File: config.mk
export PLATFORM = sky130hd
export DESIGN_NAME = nonce_report_arbiter
export DESIGN_NICKNAME = d
export VERILOG_FILES = /design/src/rtl/nonce_report_arbiter.sv
export SDC_FILE = /design/constraint.sdc
export NUM_CORES = 1
export LEC_CHECK = 0
export ABC_CLOCK_PERIOD_IN_PS = 1800
export BUFFER_PORTS_ARGS = -buffer_cell sky130_fd_sc_hd__buf_2
export CORE_ASPECT_RATIO = 0.7
export CORE_MARGIN = 2
export CORE_UTILIZATION = 48
export DETAILED_ROUTE_END_ITERATION = 8
export PLACE_DENSITY = 0.75
export SLEW_MARGIN = 0
export SYNTH_ARGS = -nofsm -noshare
export SYNTH_HDL_FRONTEND = slang
export SYNTH_SLANG_ARGS = --single-unit
File: constraint.sdc
create_clock -name clk -period 1.8 [get_ports clk]
set_input_delay 0.45 -clock clk [delete_from_list [all_inputs] [get_ports clk]]
set_output_delay 0.45 -clock clk [all_outputs]
set_load 0.005 [all_outputs]
File: src/rtl/nonce_report_arbiter.sv
// Round-robin arbiter that collects per-core golden nonces and feeds them one word at a time to serial_transmit.
// Optional build macro NONCE_FLUSH_ON_WORK_EN: a new_work pulse discards all pending nonces.
module nonce_report_arbiter #(
    parameter int unsigned NUM_CORES    = 4,
    parameter int unsigned IDX_W        = 2,
    parameter int unsigned BUSY_TIMEOUT = 7
) (
    input  logic                    clk,
    input  logic                    reset,
    input  logic [NUM_CORES-1:0]    nonce_valid,
    input  logic [32*NUM_CORES-1:0] nonce_in,
    input  logic                    new_work,
    output logic [31:0]             tx_word,
    output logic                    tx_send,
    input  logic                    tx_busy,
    output logic [NUM_CORES-1:0]    pending,
    output logic [7:0]              drop_count
);

    typedef enum logic [1:0] {
        IDLE,
        SEND,
        WAIT_BUSY,
        WAIT_DONE
    } state_t;

    state_t                        state_q, state_d;
    logic [IDX_W-1:0]              rr_q, rr_d;
    logic [IDX_W-1:0]              gnt_q, gnt_d;
    logic [7:0]                    cnt_q, cnt_d;
    logic [NUM_CORES-1:0]          pending_q, pending_d;
    logic [NUM_CORES-1:0][31:0]    slot_q, slot_d;
    logic [31:0]                   tx_word_q, tx_word_d;
    logic                          tx_send_q, tx_send_d;
    logic [7:0]                    drop_q, drop_d;

    logic                          found;
    logic [IDX_W-1:0]              sel;
    logic [31:0]                   sel_word;
    logic [NUM_CORES-1:0]          clr;
    logic                          flush;
    logic                          dropped;

`ifdef NONCE_FLUSH_ON_WORK_EN
    assign flush = new_work;
`else
    logic unused_new_work;
    assign unused_new_work = new_work;
    assign flush = 1'b0;
`endif

    // Two passes: first set index at or above rr_q, otherwise the lowest set index (wrap).
    always_comb begin
        found    = 1'b0;
        sel      = '0;
        sel_word = '0;
        for (int unsigned i = 0; i < NUM_CORES; i++) begin
            if (!found && pending_q[i] && (i >= 32'(rr_q))) begin
                found = 1'b1;
                sel   = IDX_W'(i);
            end
        end
        for (int unsigned i = 0; i < NUM_CORES; i++) begin
            if (!found && pending_q[i]) begin
                found = 1'b1;
                sel   = IDX_W'(i);
            end
        end
        for (int unsigned i = 0; i < NUM_CORES; i++) begin
            if (32'(sel) == i) begin
                sel_word = slot_q[i];
            end
        end
    end

    always_comb begin
        state_d   = state_q;
        rr_d      = rr_q;
        gnt_d     = gnt_q;
        cnt_d     = cnt_q;
        tx_word_d = tx_word_q;
        tx_send_d = 1'b0;
        clr       = '0;
        unique case (state_q)
            IDLE: begin
                if (found) begin
                    gnt_d     = sel;
                    tx_word_d = sel_word;
                    state_d   = SEND;
                    for (int unsigned i = 0; i < NUM_CORES; i++) begin
                        clr[i] = (32'(sel) == i);
                    end
                end
            end
            SEND: begin
                tx_send_d = 1'b1;
                cnt_d     = '0;
                if (!tx_busy) begin
                    state_d = WAIT_BUSY;
                end
            end
            WAIT_BUSY: begin
                if (tx_busy) begin
                    state_d = WAIT_DONE;
                    cnt_d   = '0;
                end else if (cnt_q == 8'(BUSY_TIMEOUT - 1)) begin
                    state_d = IDLE;
                    cnt_d   = '0;
                end else begin
                    cnt_d = cnt_q + 8'd1;
                end
            end
            WAIT_DONE: begin
                if (!tx_busy) begin
                    state_d = IDLE;
                    rr_d    = (32'(gnt_q) == NUM_CORES - 1) ? '0 : gnt_q + 1'b1;
                end
            end
            default: state_d = IDLE;
        endcase
    end

    // A capture into a slot being granted (or flushed) this cycle wins over the clear.
    always_comb begin
        slot_d    = slot_q;
        pending_d = flush ? '0 : (pending_q & ~clr);
        dropped   = 1'b0;
        for (int unsigned i = 0; i < NUM_CORES; i++) begin
            if (nonce_valid[i]) begin
                if (!pending_q[i] || clr[i] || flush) begin
                    slot_d[i]    = nonce_in[32*i +: 32];
                    pending_d[i] = 1'b1;
                end else begin
                    dropped = 1'b1;
                end
            end
        end
        drop_d = (dropped && (drop_q != 8'hFF)) ? drop_q + 8'd1 : drop_q;
    end

    always_ff @(posedge clk) begin
        if (reset) begin
            state_q   <= IDLE;
            rr_q      <= '0;
            gnt_q     <= '0;
            cnt_q     <= '0;
            pending_q <= '0;
            slot_q    <= '0;
            tx_word_q <= '0;
            tx_send_q <= 1'b0;
            drop_q    <= '0;
        end else begin
            state_q   <= state_d;
            rr_q      <= rr_d;
            gnt_q     <= gnt_d;
            cnt_q     <= cnt_d;
            pending_q <= pending_d;
            slot_q    <= slot_d;
            tx_word_q <= tx_word_d;
            tx_send_q <= tx_send_d;
            drop_q    <= drop_d;
        end
    end

    assign tx_word    = tx_word_q;
    assign tx_send    = tx_send_q;
    assign pending    = pending_q;
    assign drop_count = drop_q;

endmodule

==> qor.yml, run 1 <==
ys_warn_count: 0
antenna_found_initial: 3
routabilityCongestion: 0.807
p_sw_w: 0.00463
clk_pin_slew_ns: 0.08
track_usage_pct: 26.3
maxSlewViolCount: 0
grt_overflow_total: 0
top_layer: "met4"
critPathCaptureType: "flip-flop"
wl_met1_microns: 10500
final_cell_area_sq_um: 10100
r2r-start: "pending[3]$_SDFF_PP0_"
grt_pass1_vias: 6671
numCtsBuffers: 17
max_freq_ghz: 0.491
clkPwrFrac_pct: 27.9
p_sw_share_pct: 34.0
grt_setup_unrepaired: "true"
cp.arrival_ns: 2.31
synthCells: 915
cts_hold_buf: 0
seq_area_frac_synth_pct: 49.7
hold_path.class: "in -> reg"
via_count: 7424
cts_root_buf: "clkbuf_16"
netlist_area_sq_um: 7530
worstSkewPairLatency_ns: 0.42
synth_edf_count: 0
grt_max_degree: 161
clock-sinks: 187
viasPerCell: 5.56
utilization_pct: 65.9
required_ns: 2.07
syn_avg_cell_area_sq_um: 8.23
p_int_w: 0.00901
ir_drop_mv: 0.738
final_cells: 1336
p_comb_share_pct: 34.2
hold_viol: 0
relSlewSlack_pct: 51.7
async_reset_ff_share_pct: 0
dr_wl_met3_microns: 2070
syn2layout_area_growth_pct: 34.8
grt_pass1_wl_microns: 34900
wl_per_cell_microns: 17.4
placed_cell_area_sq_um: 9040
ctsLongestPathBuffers: 2
initial_core_util_pct: 48.9
criticalPathCategory: "reg -> reg"
final.setup_skew_ns: 0.0154
layout_commonest_cell: "nand2_1"
wl_met2_microns: 10400
cts_tree: "done"
drt_wl_total_microns: 23200
dp_cells: 1282
leakage_nw: 4.43
die_area_sq_um: 16700
numPortBuffers: 179
synth_ff_type: "dfxtp_1"
layout-drive-gt1-share_pct: 29.7
die_w_microns: 154
drv_cap: 0
status: "finished with violations"
io_pins: 181
finalCritPeriodShare_pct: 113
hold_start: "nonce_in[121]"
first_pass_iters: 8
synth_cell_type_count: 48
setup_viol: 106
htree_levels: 4
crit_start: "pending[3]$_SDFF_PP0_"
powerDensity_nw_per_um2: 1340
fp.coreArea_sq_um: 15400
tightest_slew_ns: 0.725
drt_iter0_drc: 783
post-dp-hpwl_microns: 14700
nNetsFinal: 1264
drc: 0
startpoint_type: "flip-flop"
fin_ws_ns: -0.237
violations: "setup timing"
synth_nets: 1059
crit_fanout: 6
ant_nets: 0
min_period_ns: 2.04
holdWs_ns: 0.255
seqPwrFrac_pct: 37.9
row_count: 38
ys_seq_elements: 187
die_y_microns: 109
final_cell_mix: "nand2_1, dfxtp_1, buf_2, a21oi_1, nor2_1"
## power by group through the flow
stage | clock network [W] | logic [W] | registers [W]
finish | 0.00381 | 0.00467 | 0.00517
global route | 0.00403 | 0.00503 | 0.00523
CTS | 0.00385 | 0.00415 | 0.00515
detailed placement | 0 | 0.00394 | 0.00522
global placement | 0 | 0.00386 | 0.00521
floorplan | 0 | 0.00224 | 0.00518
## flip-flops by register name, indices dropped and copies added, names as in the netlist
name        flops
slot_q        128
tx_word        32
cnt_q           8
drop_count      8
pending         4
gnt_q           2
rr_q            2
state_q         2
tx_send         1
## stage by stage
step	TNS, ns	worst slack (ns)	total power [W]
after detailed placement	-11.75	-0.260	0.00916
after floorplan	-0.00649	-0.00649	0.00742
final	-9.68	-0.237	0.0136
after global routing	-18.70	-0.300	0.0143
after CTS	-4.78	-0.154	0.0131
after global placement	-5.24	-0.168	0.00907
## cell usage after synthesis (13+ instances only)
cell type	n	area share, %
mux2i_1	35	4.7
nor2_1	71	3.5
nor3_1	17	1.1
a221oi_1	31	3.6
a31oi_1	18	1.5
a221o_1	13	1.7
buf_2	20	1.3
inv_1	13	0.65
dfxtp_1	187	50
nand2_1	249	12
clkbuf_1	43	2.1
a21oi_1	112	7.4
o21ai_0	26	1.7
## kinds of logic after synthesis
logic type	after synthesis	share of synthesized area, %
adder cells (fa/ha/maj)	8	1.33
buffers and inverters	82	4.72
XOR/XNOR	8	0.930
AO/OA/AOI/OAI	227	19.0
AND/OR/NAND/NOR	368	19.7
multiplexers	35	4.65
flip-flops	187	49.7
## layer usage
metal	up-vias	track usage (%)
li1	3558	-
met2	356	41.0
met5	-	0
met1	3486	37.3
met3	24	6.40
met4	0	5.77
## timing repair
action,CTS,global route
cloned,1,5
pin swaps,9,18
setup buffers,7,7
gates resized for setup,27,33
setup endpoints to repair,153,172
## path summary, 6_finish.rpt
kind                                     end  slack (ns)  depth (start not counted)
setup reg to reg  drop_count[1]$_SDFFE_PP0P_       -0.24                          9
hold / removal      slot_q[121]$_SDFFE_PP0P_        0.25                          3
setup / recovery  drop_count[1]$_SDFFE_PP0P_       -0.24                          9
hold reg to reg      slot_q[18]$_SDFFE_PP0P_        0.46                          2
## cell type report
class,instances,area (sq um)
diodes,3,7.51
clock buffers,18,429
clock inverters,14,176
fillers,1326,5260
inverters,13,48.8
multi-input cells,647,3650
flip-flops and latches,187,3760
well taps,200,250
repair buffers,254,1820
## worst max-delay path, stage by stage, from the launching register on
cell and delay (ns):
dfxtp_2 0.36, buf_4 0.16, o21ai_1 0.20, nand2_1 0.14, o211ai_1 0.22, o211a_1 0.28
o2bb2ai_4 0.16, buf_6 0.14, mux2i_1 0.19, nor2_1 0.06
No activity file was read; power rests on OpenSTA's default activity.
==> run 2, diff against run 1 <==
==> constraint.sdc (replaced) <==
create_clock -name clk -period 1.8 [get_ports clk]
set_input_delay 0.27 -clock clk [delete_from_list [all_inputs] [get_ports clk]]
set_output_delay 0.27 -clock clk [all_outputs]
set_load 0.005 [all_outputs]
==> run 2 against run 1 <==
  * The flow still finishes with violations (setup timing)
  * Register-to-register slack improved by 0.04 ns
  * Combinational power fell by 2%
  * Via count is 0.13% lower
  * Global-route usage increased by 0.12 points
  * Cell count barely moved
  * Total power shrank 1.6%
  * Clock skew barely moved
  * Critical path type unchanged
  * Sequential power barely moved
==> qor.yml, run 2 (synthesized netlist as in run 1, its figures left out) <==
cp.arrival_ns: 2.29
leakage_nw: 4.46
htree_levels: 4
syn2layout_area_growth_pct: 35.4
setup_viol: 66
multiInputGateArea_sq_um: 3770
die_area_sq_um: 16700
utilization_pct: 66.2
critPathCaptureType: "flip-flop"
tightest_slew_ns: 0.705
post-dp-hpwl_microns: 14900
die_y_microns: 109
numCtsBuffers: 17
wl_per_cell_microns: 17.2
ant_nets: 0
worstRegToRegCells: 8
hold_path_depth: 3
min_period_ns: 2.00
grt_pass1_wl_microns: 35100
drv_cap: 0
p_sw_share_pct: 34.5
grt_max_degree: 161
ctsLongestPathBuffers: 2
layout_commonest_cell: "nand2_1"
clkPwrFrac_pct: 27.4
hold_end: "slot_q[114]$_SDFFE_PP0P_"
final.setup_skew_ns: 0.0151
hold_path.class: "in -> reg"
first_pass_iters: 5
r2r-start: "pending[0]$_SDFF_PP0_"
drt_iter0_drc: 497
via_count: 7414
p_int_w: 0.00880
track_usage_pct: 26.4
cts_root_buf: "clkbuf_16"
cts_tree: "done"
clock-sinks: 187
final_cell_mix: "nand2_1, buf_2, dfxtp_1, a21oi_1, nor2_1"
io_pins: 181
dp_cells: 1288
layout-drive-gt1-share_pct: 31.1
drt_wl_total_microns: 22900
required_ns: 2.09
criticalPathCategory: "reg -> reg"
p_sw_w: 0.00463
post-place-ws_ns: -0.265
finalCritPeriodShare_pct: 111
grt_overflow_total: 0
seqPwrFrac_pct: 38.6
ir_drop_mv: 0.859
drc: 0
r2r-end: "tx_word[24]$_SDFFE_PP0P_"
r2r_slack_ns: -0.20
p_comb_share_pct: 34.0
hold_viol: 0
maxSlewViolCount: 0
fill_cells: 1314
status: "finished with violations"
regArea_sq_um: 3760
routabilityCongestion: 0.826
grt_pass1_vias: 6872
hold_start: "nonce_in[114]"
placed_cell_area_sq_um: 9050
cts_hold_buf: 0
nNetsFinal: 1265
die_w_microns: 154
antenna_found_initial: 3
final_cell_area_sq_um: 10200
violations: "setup timing"
crit_fanout: 7
final_cells: 1335
max_freq_ghz: 0.500
viasPerCell: 5.55
row_count: 38
fp.coreArea_sq_um: 15400
relSlewSlack_pct: 53.0
clk_pin_slew_ns: 0.08
numPortBuffers: 179
powerDensity_nw_per_um2: 1320
initial_core_util_pct: 48.9
startpoint_type: "flip-flop"
worstSkewPairLatency_ns: 0.43
fin_ws_ns: -0.200
grt_setup_unrepaired: "true"
top_register: "slot_q"
largest_reg_flops: 128
-- run 2: changes by cell type in the layout (fill, tap and decap cells not counted), moves of 3 or more --
cell	delta
o21ai_0	+3
o21ai_1	-3
a221oi_2	+12
a221oi_1	-12
buf_12	-3
buf_6	+3
-- run 2: area by class of cell --
type | count | area share, %
Clock buffer | 18 | 4.21
Timing Repair Buffer | 256 | 17.6
Inverter | 13 | 0.479
Antenna cell | 1 | 0.0245
Tap cell | 200 | 2.45
Multi-Input combinational cell | 646 | 37.0
Sequential cell | 187 | 36.9
Clock inverter | 14 | 1.45
-- run 2: routing by layer --
metal	share of wire, %	up-vias	track usage, %	routed length, microns
met5	0	-	0	0
met4	1.1	0	6.82	246
met3	9.9	21	7.27	2270
met2	45	326	41.4	10300
met1	44	3497	36.4	10100
li1	-	3570	-	-
-- run 2: worst max path at each step --
stage                            startpoint                         end  depth (start not counted)
finish                pending[0]$_SDFF_PP0_    tx_word[24]$_SDFFE_PP0P_                          8
global route          pending[0]$_SDFF_PP0_    tx_word[24]$_SDFFE_PP0P_                          8
CTS                   pending[0]$_SDFF_PP0_  drop_count[5]$_SDFFE_PP0P_                          8
detailed placement    pending[0]$_SDFF_PP0_  drop_count[6]$_SDFFE_PP0P_                          8
global placement      pending[1]$_SDFF_PP0_    tx_word[24]$_SDFFE_PP0P_                          6
floorplan           state_q[0]$_SDFFE_PP0P_  drop_count[5]$_SDFFE_PP0P_                          8
-- run 2: worst max-delay path: stages (launching register included) --
cell,delay (ns)
dfxtp_4,0.37
buf_4,0.14
a21oi_1,0.19
o221a_2,0.30
nor2_4,0.10
buf_12,0.14
a221o_1,0.33
a221oi_2,0.22
nor3_1,0.08
-- run 2: metrics by stage --
| step | setup TNS, ns | hold slack [ns] | total power (W) |
|---|---|---|---|
| floorplan | -0.00649 | 0.392 | 0.00742 |
| global placement | -10.10 | 0.442 | 0.00905 |
| detailed placement | -15.76 | 0.446 | 0.00912 |
| CTS | -1.86 | 0.0585 | 0.0130 |
| global route | -11.77 | 0.0676 | 0.0141 |
| finish | -3.77 | 0.0632 | 0.0134 |
-- run 2: repair_timing --
item / CTS / global route
resized for setup: 27 / 61
pin swaps: 6 / 23
endpoints found under the setup margin: 139 / 173
setup buffers: 9 / 2
cloned: 0 / 3
hold endpoints to repair: 0 / 0
-- run 2: power by group through the flow --
stage / clock network [W] / registers (W) / logic [W]
2_1_floorplan: 0 / 0.00518 / 0.00224
3_3_place_gp: 0 / 0.00522 / 0.00383
3_5_place_dp: 0 / 0.00523 / 0.00389
4_1_cts: 0.00371 / 0.00515 / 0.00410
5_1_grt: 0.00388 / 0.00525 / 0.00498
6_report: 0.00368 / 0.00518 / 0.00457
